`config.mk`:
```
export PLATFORM = sky130hd
export DESIGN_NAME = l0id_readout_seq_flat
export DESIGN_NICKNAME = d
export VERILOG_FILES = /design/src/rtl/abc130_ro_pkg.sv /design/src/rtl/l0id_readout_seq_if.sv /design/src/rtl/ro_wait_timer.sv /design/src/rtl/l0id_readout_seq.sv /design/src/flat_wrapper.sv
export SDC_FILE = /design/constraint.sdc
export NUM_CORES = 1
export LEC_CHECK = 0
export BUFFER_PORTS_ARGS = -buffer_cell sky130_fd_sc_hd__clkbuf_2
export CORE_ASPECT_RATIO = 0.8
export CORE_MARGIN = 3
export CORE_UTILIZATION = 35
export DETAILED_ROUTE_END_ITERATION = 16
export HOLD_SLACK_MARGIN = 0.12
export PLACE_DENSITY = 0.68
export REMOVE_ABC_BUFFERS = 1
export SYNTH_ARGS = -nofsm -noshare
export SYNTH_HDL_FRONTEND = slang
export SYNTH_SLANG_ARGS = --single-unit
```
`constraint.sdc`:
```
create_clock -name CLK -period 4.7 [get_ports CLK]
set_input_delay 0.94 -clock CLK [delete_from_list [all_inputs] [get_ports CLK]]
set_output_delay 0.94 -clock CLK [all_outputs]
set_load 0.02 [all_outputs]
```
`src/rtl/abc130_ro_pkg.sv`:
```
// Shared readout definitions for LocalL0ID_tri users, the readout sequencer and the packet builder.
package abc130_ro_pkg;

    localparam int RO_ADDR_WIDTH = 8;
    localparam logic [RO_ADDR_WIDTH-1:0] L0ID_RESET_VAL = 8'hFF;

    typedef enum logic [2:0] {
        ST_IDLE,
        ST_START,
        ST_WAIT_DONE,
        ST_ADVANCE,
        ST_APPLY
    } ro_state_t;

endpackage

```
`src/rtl/l0id_readout_seq_if.sv`:
```
// Signal bundle between the readout sequencer and its neighbours
// (command decoder, L0ID hold register, packet builder).
interface l0id_readout_seq_if #(
    parameter int PEND_WIDTH = 4
);
    import abc130_ro_pkg::*;

    logic                     L0;
    logic                     L0IDResetCmd;
    logic                     L0IDPresetCmd;
    logic [RO_ADDR_WIDTH-1:0] PreL0IDIn;
    logic [RO_ADDR_WIDTH-1:0] L0ID_Local;
    logic                     ReadoutDone;
    logic                     ReadoutStart;
    logic [RO_ADDR_WIDTH-1:0] ReadoutL0ID;
    logic                     ROReadStrob;
    logic                     L0IDReset;
    logic                     L0IDPreset;
    logic [RO_ADDR_WIDTH-1:0] PreL0ID;
    logic [PEND_WIDTH-1:0]    PendingCount;
    logic                     Overflow;
    logic                     ReadoutTimeout;

    modport master (
        output L0, L0IDResetCmd, L0IDPresetCmd, PreL0IDIn, L0ID_Local, ReadoutDone,
        input  ReadoutStart, ReadoutL0ID, ROReadStrob, L0IDReset, L0IDPreset, PreL0ID,
               PendingCount, Overflow, ReadoutTimeout
    );

    modport slave (
        input  L0, L0IDResetCmd, L0IDPresetCmd, PreL0IDIn, L0ID_Local, ReadoutDone,
        output ReadoutStart, ReadoutL0ID, ROReadStrob, L0IDReset, L0IDPreset, PreL0ID,
               PendingCount, Overflow, ReadoutTimeout
    );

endinterface

```
`src/rtl/ro_wait_timer.sv`:
```
// Loadable down-counter with terminal flag; stops at zero rather than wrapping.
module ro_wait_timer #(
    parameter int WIDTH = 8
) (
    input  logic             CLK,
    input  logic             Reset,
    input  logic             load,
    input  logic             en,
    input  logic [WIDTH-1:0] load_val,
    output logic             terminal
);

    localparam logic [WIDTH-1:0] ONE = WIDTH'(1);

    logic [WIDTH-1:0] count;

    always_ff @(posedge CLK or posedge Reset) begin
        if (Reset) begin
            count <= '0;
        end else if (load) begin
            count <= load_val;
        end else if (en && (count != '0)) begin
            count <= count - ONE;
        end
    end

    assign terminal = (count == '0);

endmodule

```
`src/rtl/l0id_readout_seq.sv`:
```
// Readout sequencer owning the local L0ID hold register: one readout per pending L0,
// register advance after each readout, and timed L0ID reset/preset loads.
//
//   state     | meaning
//   IDLE      | apply a held command, else start a readout if any are pending
//   START     | ReadoutStart pulse; capture L0ID_Local; consume one pending readout
//   WAIT_DONE | wait for ReadoutDone or the wait timer to expire
//   ADVANCE   | ROReadStrob pulse to increment the hold register
//   APPLY     | L0IDReset (and L0IDPreset) pulse; clear pending count and overflow
module l0id_readout_seq
    import abc130_ro_pkg::*;
#(
    parameter int MAX_PENDING = 8,
    parameter int PEND_WIDTH  = 4,
    parameter int TIMEOUT     = 255
) (
    input logic               CLK,
    input logic               Reset,
    l0id_readout_seq_if.slave bus
);

    localparam int TMR_W = (TIMEOUT > 1) ? $clog2(TIMEOUT) : 1;
    localparam logic [TMR_W-1:0]      TMR_LOAD = TMR_W'(TIMEOUT - 1);
    localparam logic [PEND_WIDTH-1:0] PEND_MAX = PEND_WIDTH'(MAX_PENDING);
    localparam logic [PEND_WIDTH-1:0] PEND_ONE = PEND_WIDTH'(1);

    ro_state_t                state;
    logic                     rd_start;
    logic                     ro_strob;
    logic                     l0id_rst;
    logic                     l0id_pre;
    logic                     overflow;
    logic                     rd_timeout;
    logic                     cmd_held;
    logic                     cmd_preset;
    logic [RO_ADDR_WIDTH-1:0] rd_l0id;
    logic [RO_ADDR_WIDTH-1:0] pre_l0id;
    logic [PEND_WIDTH-1:0]    pend_cnt;
    logic                     tmr_load;
    logic                     tmr_en;
    logic                     tmr_done;

    // Loading TIMEOUT-1 on the START edge makes the terminal flag appear in the TIMEOUT-th wait cycle.
    assign tmr_load = (state == ST_START);
    assign tmr_en   = (state == ST_WAIT_DONE);

    ro_wait_timer #(
        .WIDTH(TMR_W)
    ) u_wait_timer (
        .CLK      (CLK),
        .Reset    (Reset),
        .load     (tmr_load),
        .en       (tmr_en),
        .load_val (TMR_LOAD),
        .terminal (tmr_done)
    );

    always_ff @(posedge CLK or posedge Reset) begin
        if (Reset) begin
            state      <= ST_IDLE;
            rd_start   <= 1'b0;
            ro_strob   <= 1'b0;
            l0id_rst   <= 1'b0;
            l0id_pre   <= 1'b0;
            overflow   <= 1'b0;
            rd_timeout <= 1'b0;
            cmd_held   <= 1'b0;
            cmd_preset <= 1'b0;
            rd_l0id    <= L0ID_RESET_VAL;
            pre_l0id   <= L0ID_RESET_VAL;
            pend_cnt   <= '0;
        end else begin
            rd_start <= 1'b0;
            ro_strob <= 1'b0;
            l0id_rst <= 1'b0;
            l0id_pre <= 1'b0;

            case (state)
                ST_IDLE: begin
                    if (cmd_held) begin
                        state    <= ST_APPLY;
                        l0id_rst <= 1'b1;
                        l0id_pre <= cmd_preset;
                    end else if (pend_cnt != '0) begin
                        state    <= ST_START;
                        rd_start <= 1'b1;
                    end
                end
                ST_START: begin
                    rd_l0id <= bus.L0ID_Local;
                    state   <= ST_WAIT_DONE;
                end
                ST_WAIT_DONE: begin
                    if (bus.ReadoutDone) begin
                        state    <= ST_ADVANCE;
                        ro_strob <= 1'b1;
                    end else if (tmr_done) begin
                        state      <= ST_ADVANCE;
                        ro_strob   <= 1'b1;
                        rd_timeout <= 1'b1;
                    end
                end
                ST_ADVANCE: state <= ST_IDLE;
                ST_APPLY:   state <= ST_IDLE;
                default:    state <= ST_IDLE;
            endcase

            // The held command is consumed on the edge into APPLY so a command arriving
            // during APPLY itself is kept and applied on the next pass through IDLE.
            if (bus.L0IDPresetCmd) begin
                cmd_held   <= 1'b1;
                cmd_preset <= 1'b1;
                pre_l0id   <= bus.PreL0IDIn;
            end else if (bus.L0IDResetCmd) begin
                cmd_held   <= 1'b1;
                cmd_preset <= 1'b0;
            end else if ((state == ST_IDLE) && cmd_held) begin
                cmd_held <= 1'b0;
            end

            if (state == ST_APPLY) begin
                pend_cnt <= bus.L0 ? PEND_ONE : '0;
                overflow <= 1'b0;
            end else if (state == ST_START) begin
                if (!bus.L0) begin
                    pend_cnt <= pend_cnt - PEND_ONE;
                end
            end else if (bus.L0) begin
                if (pend_cnt == PEND_MAX) begin
                    overflow <= 1'b1;
                end else begin
                    pend_cnt <= pend_cnt + PEND_ONE;
                end
            end
        end
    end

    assign bus.ReadoutStart   = rd_start;
    assign bus.ReadoutL0ID    = rd_l0id;
    assign bus.ROReadStrob    = ro_strob;
    assign bus.L0IDReset      = l0id_rst;
    assign bus.L0IDPreset     = l0id_pre;
    assign bus.PreL0ID        = pre_l0id;
    assign bus.PendingCount   = pend_cnt;
    assign bus.Overflow       = overflow;
    assign bus.ReadoutTimeout = rd_timeout;

endmodule

```
`src/flat_wrapper.sv`:
```
// flat-port wrapper written by rule: the top's interface ports become plain ports
module l0id_readout_seq_flat import abc130_ro_pkg::*;
#(
    parameter int MAX_PENDING = 8,
    parameter int PEND_WIDTH  = 4,
    parameter int TIMEOUT     = 255
)
  (CLK, Reset, bus_L0, bus_L0IDResetCmd, bus_L0IDPresetCmd, bus_PreL0IDIn, bus_L0ID_Local, bus_ReadoutDone, bus_ReadoutStart, bus_ReadoutL0ID, bus_ROReadStrob, bus_L0IDReset, bus_L0IDPreset, bus_PreL0ID, bus_PendingCount, bus_Overflow, bus_ReadoutTimeout);
  l0id_readout_seq_if #(.PEND_WIDTH(PEND_WIDTH)) bus_i ();
  input logic CLK;
  input logic Reset;
  input wire logic [$bits(bus_i.L0)-1:0] bus_L0;
  input wire logic [$bits(bus_i.L0IDResetCmd)-1:0] bus_L0IDResetCmd;
  input wire logic [$bits(bus_i.L0IDPresetCmd)-1:0] bus_L0IDPresetCmd;
  input wire logic [$bits(bus_i.PreL0IDIn)-1:0] bus_PreL0IDIn;
  input wire logic [$bits(bus_i.L0ID_Local)-1:0] bus_L0ID_Local;
  input wire logic [$bits(bus_i.ReadoutDone)-1:0] bus_ReadoutDone;
  output wire logic [$bits(bus_i.ReadoutStart)-1:0] bus_ReadoutStart;
  output wire logic [$bits(bus_i.ReadoutL0ID)-1:0] bus_ReadoutL0ID;
  output wire logic [$bits(bus_i.ROReadStrob)-1:0] bus_ROReadStrob;
  output wire logic [$bits(bus_i.L0IDReset)-1:0] bus_L0IDReset;
  output wire logic [$bits(bus_i.L0IDPreset)-1:0] bus_L0IDPreset;
  output wire logic [$bits(bus_i.PreL0ID)-1:0] bus_PreL0ID;
  output wire logic [$bits(bus_i.PendingCount)-1:0] bus_PendingCount;
  output wire logic [$bits(bus_i.Overflow)-1:0] bus_Overflow;
  output wire logic [$bits(bus_i.ReadoutTimeout)-1:0] bus_ReadoutTimeout;
  assign bus_i.L0 = bus_L0;
  assign bus_i.L0IDResetCmd = bus_L0IDResetCmd;
  assign bus_i.L0IDPresetCmd = bus_L0IDPresetCmd;
  assign bus_i.PreL0IDIn = bus_PreL0IDIn;
  assign bus_i.L0ID_Local = bus_L0ID_Local;
  assign bus_i.ReadoutDone = bus_ReadoutDone;
  assign bus_ReadoutStart = bus_i.ReadoutStart;
  assign bus_ReadoutL0ID = bus_i.ReadoutL0ID;
  assign bus_ROReadStrob = bus_i.ROReadStrob;
  assign bus_L0IDReset = bus_i.L0IDReset;
  assign bus_L0IDPreset = bus_i.L0IDPreset;
  assign bus_PreL0ID = bus_i.PreL0ID;
  assign bus_PendingCount = bus_i.PendingCount;
  assign bus_Overflow = bus_i.Overflow;
  assign bus_ReadoutTimeout = bus_i.ReadoutTimeout;
  l0id_readout_seq #(.MAX_PENDING(MAX_PENDING), .PEND_WIDTH(PEND_WIDTH), .TIMEOUT(TIMEOUT)) u_core (.CLK(CLK), .Reset(Reset), .bus(bus_i));
endmodule
```
==> results of run 1 <==
flip-flops by register name (all words and copies together) (netlist names):
signal                     flops
u_core.bus.ReadoutStart        1
u_core.state                   3
u_core.u_wait_timer.count      8
u_core.cmd_preset              1
u_core.bus.PreL0ID             8
u_core.bus.L0IDPreset          1
u_core.cmd_held                1
u_core.bus.L0IDReset           1
u_core.bus.PendingCount        4
u_core.bus.ReadoutTimeout      1
u_core.bus.ROReadStrob         1
u_core.bus.Overflow            1
u_core.bus.ReadoutL0ID         8
worst paths after layout:
path,start,end,slack (ps),cells after the start
max in group asynchronous,Reset,u_core.bus.ReadoutL0ID[3]$_DFFE_PP1N_,3610,3
worst min register to register,u_core.bus.ReadoutTimeout$_DFFE_PP0P_,u_core.bus.ReadoutTimeout$_DFFE_PP0P_,450,1
worst max-delay path,u_core.state[1]$_DFFE_PP0P_,u_core.bus.PendingCount[3]$_DFFE_PP0P_,1960,8
min in group asynchronous,Reset,u_core.bus.L0IDPreset$_DFF_PP0_,730,3
worst min-delay path,u_core.bus.ReadoutTimeout$_DFFE_PP0P_,u_core.bus.ReadoutTimeout$_DFFE_PP0P_,450,1
worst max register to register,u_core.state[1]$_DFFE_PP0P_,u_core.bus.PendingCount[3]$_DFFE_PP0P_,1960,8
synthesized netlist by cell type, types with 3 or more instances:
cell type,count
sky130_fd_sc_hd__nand2_1,37
sky130_fd_sc_hd__dfrtp_1,23
sky130_fd_sc_hd__dfstp_2,16
sky130_fd_sc_hd__nor2_1,9
sky130_fd_sc_hd__mux2_2,8
sky130_fd_sc_hd__a21oi_1,7
sky130_fd_sc_hd__inv_1,7
sky130_fd_sc_hd__nor3_1,6
sky130_fd_sc_hd__ha_1,4
sky130_fd_sc_hd__xnor2_1,4
sky130_fd_sc_hd__buf_2,3
sky130_fd_sc_hd__nor2_2,3
sky130_fd_sc_hd__o21ai_0,3
sky130_fd_sc_hd__or3_2,3
sky130_fd_sc_hd__xor2_1,3
stage by stage:
step           utilization  hold WS (ps)  cells  power [mW]  area [um^2]
3_5_place_dp        0.4209         446.1    279       1.130         2168
4_1_cts             0.4428         461.1    287       1.405         2281
2_1_floorplan            -         440.8    169      0.9636         1848
3_3_place_gp        0.4209         444.9    279       1.116         2168
6_report            0.4428         454.5    287       1.389         2281
5_1_grt             0.4428         477.9    287       1.498         2281
power breakdown:
group / switching, mW / internal [mW]
sequential: 0.121 / 0.466
combinational: 0.311 / 0.220
clock: 0.122 / 0.150
total: 0.553 / 0.836
routing by layer:
metal  vias to the layer above  global-route usage
li1                        699                   -
met1                       665              0.1894
met2                        35              0.1730
met3                         7             0.03178
met4                         0             0.07047
met5                         -                   0
cells by family after synthesis:
| group | Yosys count | synth area share |
|---|---|---|
| xor gates and xnor gates | 7 | 0.03198 |
| DFF | 39 | 0.5196 |
| muxes | 9 | 0.05222 |
| adders and majority gates | 4 | 0.02611 |
| buffers and inverters | 15 | 0.04961 |
| AOI/OAI and AO/OA | 27 | 0.1064 |
| and+or+nand+nor | 76 | 0.2141 |
worst max-delay path, cell delays in order (launching register included):
cell	delay, ps
sky130_fd_sc_hd__dfrtp_1	580
sky130_fd_sc_hd__or3b_1	620
sky130_fd_sc_hd__inv_1	390
sky130_fd_sc_hd__ha_1	440
sky130_fd_sc_hd__a31oi_1	100
sky130_fd_sc_hd__nand2_1	80
sky130_fd_sc_hd__o21ai_0	130
sky130_fd_sc_hd__a22oi_1	180
sky130_fd_sc_hd__o41ai_1	90
final cells by class:
cell class / count / area (um^2)
clock buffers: 7 / 107.6
clock inverters: 1 / 5.005
fillers: 489 / 2870
inverters: 7 / 26.28
multi-input cells: 123 / 825.8
flip-flops and latches: 39 / 996.0
well taps: 62 / 77.57
repair buffers: 48 / 242.7
==> insert_results.sql, run 1 <==
INSERT INTO impl_metrics (metric_group, metric, value, unit) VALUES
('status', 'outcome', 'completed', ''),
('min_path', 'hold_path_class', 'reg -> reg', ''),
('synth', 'synth_ff_type', 'sky130_fd_sc_hd__dfrtp_1', ''),
('clock_network', 'cts_hold_fix_bufs', '0', ''),
('global_routing', 'grt_pass1_wl', '6292', 'um'),
('sta', 'finalClockSkew', '6.087', 'ps'),
('clock_network', 'clock_path_buffers', '2', ''),
('run', 'timing.max_cap.violations', '0', ''),
('placement', 'count_of_port_buffers_added_during_placement', '47', ''),
('synth', 'netlist_top_cells_area', 'sky130_fd_sc_hd__dfrtp_1 (30%), sky130_fd_sc_hd__dfstp_2 (22%), sky130_fd_sc_hd__nand2_1 (7.2%)', ''),
('sta', 'grt_setup_unrepaired', 'no', ''),
('floorplan', 'die_area', '6406', 'um^2'),
('worst_setup_path', 'criticalPathCategory', 'reg -> reg', ''),
('sta', 'setup_viol', '0', ''),
('sta', 'period_needed', '2736', 'ps'),
('synth', 'yosys_warnings', '0', ''),
('clock_network', 'clock_latency', '300', 'ps'),
('synth', 'yosysUniqueCellTypes', '46', ''),
('floorplan', 'die_h', '72.19', 'um'),
('pwr', 'ir_drop', '0.3498', 'mV'),
('clock_network', 'clkTransAtPathRegs', '80', 'ps'),
('synth', 'synth-seq-cells', '39', ''),
('clock_network', 'post-cts-setup-buffer-count', '0', ''),
('sta', 'fin_crit_sh', '0.5821', ''),
('global_routing', 'grt_start_max_net_pins', '40', ''),
('sta', 'fmax', '0.3655', 'GHz'),
('clock_network', 'h-tree-depth', '2', ''),
('global_routing', 'groute.usage.overall', '0.1292', ''),
('placement', 'gpl.final_weighted_congestion', '0.7966', ''),
('cells_and_area', 'commonest_non_fill_non_tap_cell_in_the_layout', 'sky130_fd_sc_hd__clkbuf_2', ''),
('cells_and_area', 'antennaDiodeCount', '0', ''),
('pwr', 'p_per_area', '609.2', 'nW/um^2'),
('placement', 'dp_hpwl', '2649', 'um'),
('cells_and_area', 'final_cell_mix', 'sky130_fd_sc_hd__clkbuf_2 (47), sky130_fd_sc_hd__nand2_1 (37), sky130_fd_sc_hd__dfrtp_1 (23)', ''),
('cells_and_area', 'finalNetCount', '250', ''),
('synth', 'ys_seq_area_frac', '0.5196', ''),
('sta', 'setup_ws_final', '1964', 'ps'),
('floorplan', 'floorplan.core_area', '5151', 'um^2'),
('worst_setup_path', 'required', '4880', 'ps'),
('detailed_routing', 'drt_antenna_net_count', '0', ''),
('clock_network', 'cts_inserted_buffers', '5', ''),
('sta', 'hold_violations', '0', ''),
('sta', 'report.final.slew_viol_count', '0', ''),
('detailed_routing', 'wl_met2', '1517', 'um'),
('global_routing', 'number_of_antenna_violations_at_the_first_check_in_global_routing', '0', ''),
('detailed_routing', 'met1_length', '1896', 'um'),
('clock_network', 'clock-sinks', '39', ''),
('global_routing', 'gr-total-overflow', '0', ''),
('synth', 'synth_top_area_cell', 'sky130_fd_sc_hd__dfrtp_1', ''),
('global_routing', 'first_global_vias', '1330', ''),
('sta', 'timing_worst_slew_pin_value', '677.8', 'ps'),
('clock_network', 'ctsRootBufferMaster', 'sky130_fd_sc_hd__clkbuf_8', ''),
('floorplan', 'fp.dieW', '88.74', 'um'),
('synth', 'synthesis.instances', '177', ''),
('detailed_routing', 'average_wire_per_standard_cell', '12.92', 'um'),
('synth', 'synthesis.area_per_instance', '10.83', 'um^2'),
('cells_and_area', 'layout-drive-gt1-share', '0.4356', ''),
('synth', 'synth.top_cell.area_share', '0.3003', ''),
('detailed_routing', 'highest-signal-layer', 'met4', ''),
('worst_setup_path', 'critical_path_peak_fanout', '19', ''),
('sta', 'final.setup.tns', '0', 'ps'),
('detailed_routing', 'finalWirelength', '3709', 'um'),
('synth', 'synth-edff-count', '0', ''),
('floorplan', 'initial_core_util', '0.3721', ''),
('synth', 'asyncSetResetFlopFracSynth', '1.000', ''),
('detailed_routing', 'dr_total_vias', '1406', ''),
('worst_setup_path', 'cp.arrival', '2910', 'ps'),
('floorplan', 'io_pins', '48', ''),
('placement', 'placement.setup.worst_slack', '1970', 'ps'),
('synth', 'mappedNetlistArea', '1917', 'um^2'),
('clock_network', 'cts_tree', 'done', ''),
('detailed_routing', 'route.met3.wl', '199', 'um'),
('detailed_routing', 'detail_route.iter0.violations', '103', ''),
('floorplan', 'row_count', '23', ''),
('detailed_routing', 'drc', '0', ''),
('pwr', 'power.leakage', '1.070', 'nW'),
('detailed_routing', 'vias_per_cell', '4.899', ''),
('detailed_routing', 'drt_pass1_iterations', '4', ''),
('worst_setup_path', 'setup.worst_path.end_class', 'flip-flop', ''),
('cells_and_area', 'layout-area-overhead-vs-synth', '18.99', '%'),
('sta', 'max_slew_margin', '0.5481', ''),
('clock_network', 'post_cts_resized', '0', ''),
('worst_setup_path', 'worst_setup_path_start_kind', 'flip-flop', '');
Power figures use the tool's default switching activity.
==> run 2: changes to the inputs <==
PLACE_DENSITY = 0.71   (was 0.68)
clock period = 2.3 ns   (was 4.7 ns; I/O delays follow)
==> run 2 against run 1 <==
Effect of this change: clock skew decreased by 2.4 ps; register-to-register slack worse by 1700 ps; worst hold slack got worse by 200 ps; global-route usage shrank 0.12 points; routed wire length shrank 1.8%; largest power group is now combinational cells.
==> insert_results.sql, run 2 (synthesis results as in run 1) <==
INSERT INTO impl_metrics (metric_group, metric, value, unit) VALUES
('worst_setup_path', 'worst_setup_path_start_kind', 'flip-flop', ''),
('detailed_routing', 'vias_per_cell', '4.894', ''),
('status', 'outcome', 'completed', ''),
('global_routing', 'gr-total-overflow', '0', ''),
('cells_and_area', 'post-route-util', '0.4447', ''),
('detailed_routing', 'dr_total_vias', '1429', ''),
('sta', 'finalClockSkew', '3.711', 'ps'),
('worst_setup_path', 'depth_of_the_most_critical_reg_to_reg_path', '8', ''),
('clock_network', 'ctsRootBufferMaster', 'sky130_fd_sc_hd__clkbuf_8', ''),
('detailed_routing', 'drc', '0', ''),
('sta', 'grt_setup_unrepaired', 'no', ''),
('floorplan', 'floorplan.core_area', '5151', 'um^2'),
('clock_network', 'clock_path_buffers', '2', ''),
('sta', 'fin_crit_sh', '0.8703', ''),
('floorplan', 'die_h', '72.19', 'um'),
('global_routing', 'first_global_vias', '1328', ''),
('global_routing', 'groute.usage.overall', '0.1280', ''),
('global_routing', 'number_of_antenna_violations_at_the_first_check_in_global_routing', '0', ''),
('floorplan', 'row_count', '23', ''),
('global_routing', 'grt_pass1_wl', '6223', 'um'),
('detailed_routing', 'route.met3.wl', '274', 'um'),
('run', 'timing.max_cap.violations', '0', ''),
('floorplan', 'fp.dieW', '88.74', 'um'),
('worst_setup_path', 'reg2reg_to', 'u_core.bus.PendingCount[3]$_DFFE_PP0P_', ''),
('worst_setup_path', 'setup.worst_path.end_class', 'flip-flop', ''),
('worst_setup_path', 'critical_path.endpoint', 'u_core.bus.PendingCount[3]$_DFFE_PP0P_', ''),
('floorplan', 'die_area', '6406', 'um^2'),
('clock_network', 'clock_latency', '290', 'ps'),
('sta', 'max_slew_margin', '0.6873', ''),
('placement', 'placement.setup.worst_slack', '316.0', 'ps'),
('placement', 'post_dp_cell_area', '2206', 'um^2'),
('cells_and_area', 'commonest_non_fill_non_tap_cell_in_the_layout', 'sky130_fd_sc_hd__clkbuf_2', ''),
('detailed_routing', 'drt_pass1_iterations', '4', ''),
('cells_and_area', 'layout-drive-gt1-share', '0.4435', ''),
('pwr', 'power.leakage', '1.077', 'nW'),
('clock_network', 'clkTransAtPathRegs', '70', 'ps'),
('cells_and_area', 'post-route-cell-area', '2291', 'um^2'),
('cells_and_area', 'finalNetCount', '255', ''),
('worst_setup_path', 'critical_path_peak_fanout', '12', ''),
('sta', 'setup_ws_final', '298.3', 'ps'),
('placement', 'dp_hpwl', '2750', 'um'),
('pwr', 'total_power', '2.780', 'mW'),
('floorplan', 'io_pins', '48', ''),
('detailed_routing', 'detail_route.iter0.violations', '72', ''),
('clock_network', 'cts_hold_fix_bufs', '0', ''),
('floorplan', 'initial_core_util', '0.3721', ''),
('cells_and_area', 'layout-area-overhead-vs-synth', '19.52', '%'),
('clock_network', 'post-cts-setup-buffer-count', '0', ''),
('pwr', 'p_per_area', '1213', 'nW/um^2'),
('clock_network', 'post_cts_resized', '0', ''),
('worst_setup_path', 'criticalPathCategory', 'reg -> reg', ''),
('detailed_routing', 'average_wire_per_standard_cell', '12.47', 'um'),
('cells_and_area', 'antennaDiodeCount', '0', ''),
('sta', 'period_needed', '2002', 'ps'),
('sta', 'final.setup.tns', '0', 'ps'),
('placement', 'gpl.final_weighted_congestion', '0.8182', ''),
('worst_setup_path', 'critical_path.startpoint', 'u_core.state[2]$_DFFE_PP0P_', ''),
('sta', 'fmax', '0.4996', 'GHz'),
('sta', 'report.final.slew_viol_count', '0', ''),
('worst_setup_path', 'cp_cell_sequence', 'or3b_1, inv_1, ha_1, a31oi_1, nand2_1, o21ai_0, a22oi_1, o41ai_1', ''),
('sta', 'hold_violations', '0', ''),
('detailed_routing', 'wl_met2', '1535', 'um'),
('clock_network', 'cts_tree', 'done', ''),
('worst_setup_path', 'required', '2490', 'ps'),
('detailed_routing', 'drt_antenna_net_count', '0', ''),
('min_path', 'hold_path_class', 'in -> async', ''),
('detailed_routing', 'finalWirelength', '3641', 'um'),
('worst_setup_path', 'setup.reg_to_reg.worst_slack', '300', 'ps'),
('placement', 'count_of_port_buffers_added_during_placement', '47', ''),
('cells_and_area', 'final_cell_mix', 'sky130_fd_sc_hd__clkbuf_2 (47), sky130_fd_sc_hd__nand2_1 (37), sky130_fd_sc_hd__dfrtp_1 (23)', ''),
('clock_network', 'clock-sinks', '39', ''),
('sta', 'timing_worst_slew_pin_value', '469.1', 'ps'),
('detailed_routing', 'highest-signal-layer', 'met4', ''),
('sta', 'setup_viol', '0', ''),
('pwr', 'ir_drop', '0.6157', 'mV'),
('worst_setup_path', 'max_stage_delay', '580', 'ps'),
('worst_setup_path', 'cp.arrival', '2190', 'ps'),
('clock_network', 'cts_inserted_buffers', '5', ''),
('worst_setup_path', 'crit_path_top_delay_cell', 'sky130_fd_sc_hd__or3b_1', ''),
('clock_network', 'h-tree-depth', '2', ''),
('worst_setup_path', 'reg2reg_from', 'u_core.state[2]$_DFFE_PP0P_', ''),
('global_routing', 'grt_start_max_net_pins', '40', ''),
('detailed_routing', 'met1_length', '1788', 'um');
## run 2: how the worst min path moves through the flow
stage	from	to	slack (ps)	depth (start not counted)
final	Reset	u_core.cmd_preset$_DFFE_PP0P_	250	3
after global routing	Reset	u_core.cmd_preset$_DFFE_PP0P_	300	3
after CTS	Reset	u_core.state[2]$_DFFE_PP0P_	260	3
after detailed placement	u_core.bus.ReadoutL0ID[7]$_DFFE_PP1N_	u_core.bus.ReadoutL0ID[7]$_DFFE_PP1N_	450	2
after global placement	u_core.bus.ReadoutL0ID[6]$_DFFE_PP1N_	u_core.bus.ReadoutL0ID[6]$_DFFE_PP1N_	450	2
after floorplan	u_core.cmd_preset$_DFFE_PP0P_	u_core.cmd_preset$_DFFE_PP0P_	440	1
## run 2: critical path: cells and delay by family, from the launching register on
family | cells | cell delay (ps)
and+or+nand+nor | 2 | 650
AOI/OAI and AO/OA | 4 | 460
DFF | 1 | 380
adders and majority gates | 1 | 270
buffers and inverters | 1 | 140
## run 2: metrics by stage
stage | instances | hold WS, ps
finish | 292 | 252.5
global route | 292 | 300.4
CTS | 292 | 261.3
detailed placement | 284 | 450.5
global placement | 284 | 446.9
floorplan | 169 | 440.8
## run 2: per-layer routing
| metal | vias up | GRT usage |
|---|---|---|
| li1 | 712 | - |
| met1 | 670 | 0.1773 |
| met2 | 42 | 0.1779 |
| met3 | 5 | 0.05562 |
| met4 | 0 | 0.04530 |
| met5 | - | 0 |
## run 2: area by class of cell
cell class / count / area [um^2]
multi-input combinational: 123 / 825.8
timing repair buffer: 53 / 280.3
clock inverter: 2 / 12.51
clock buffer: 6 / 72.57
fill: 473 / 2860
sequential: 39 / 996.0
inverter: 7 / 26.28
tap: 62 / 77.57
## run 2: power breakdown
| part | internal [mW] | switching, mW |
|---|---|---|
| combinational | 0.493 | 0.705 |
| sequential | 0.953 | 0.190 |
| clock | 0.212 | 0.227 |
| total | 1.66 | 1.12 |
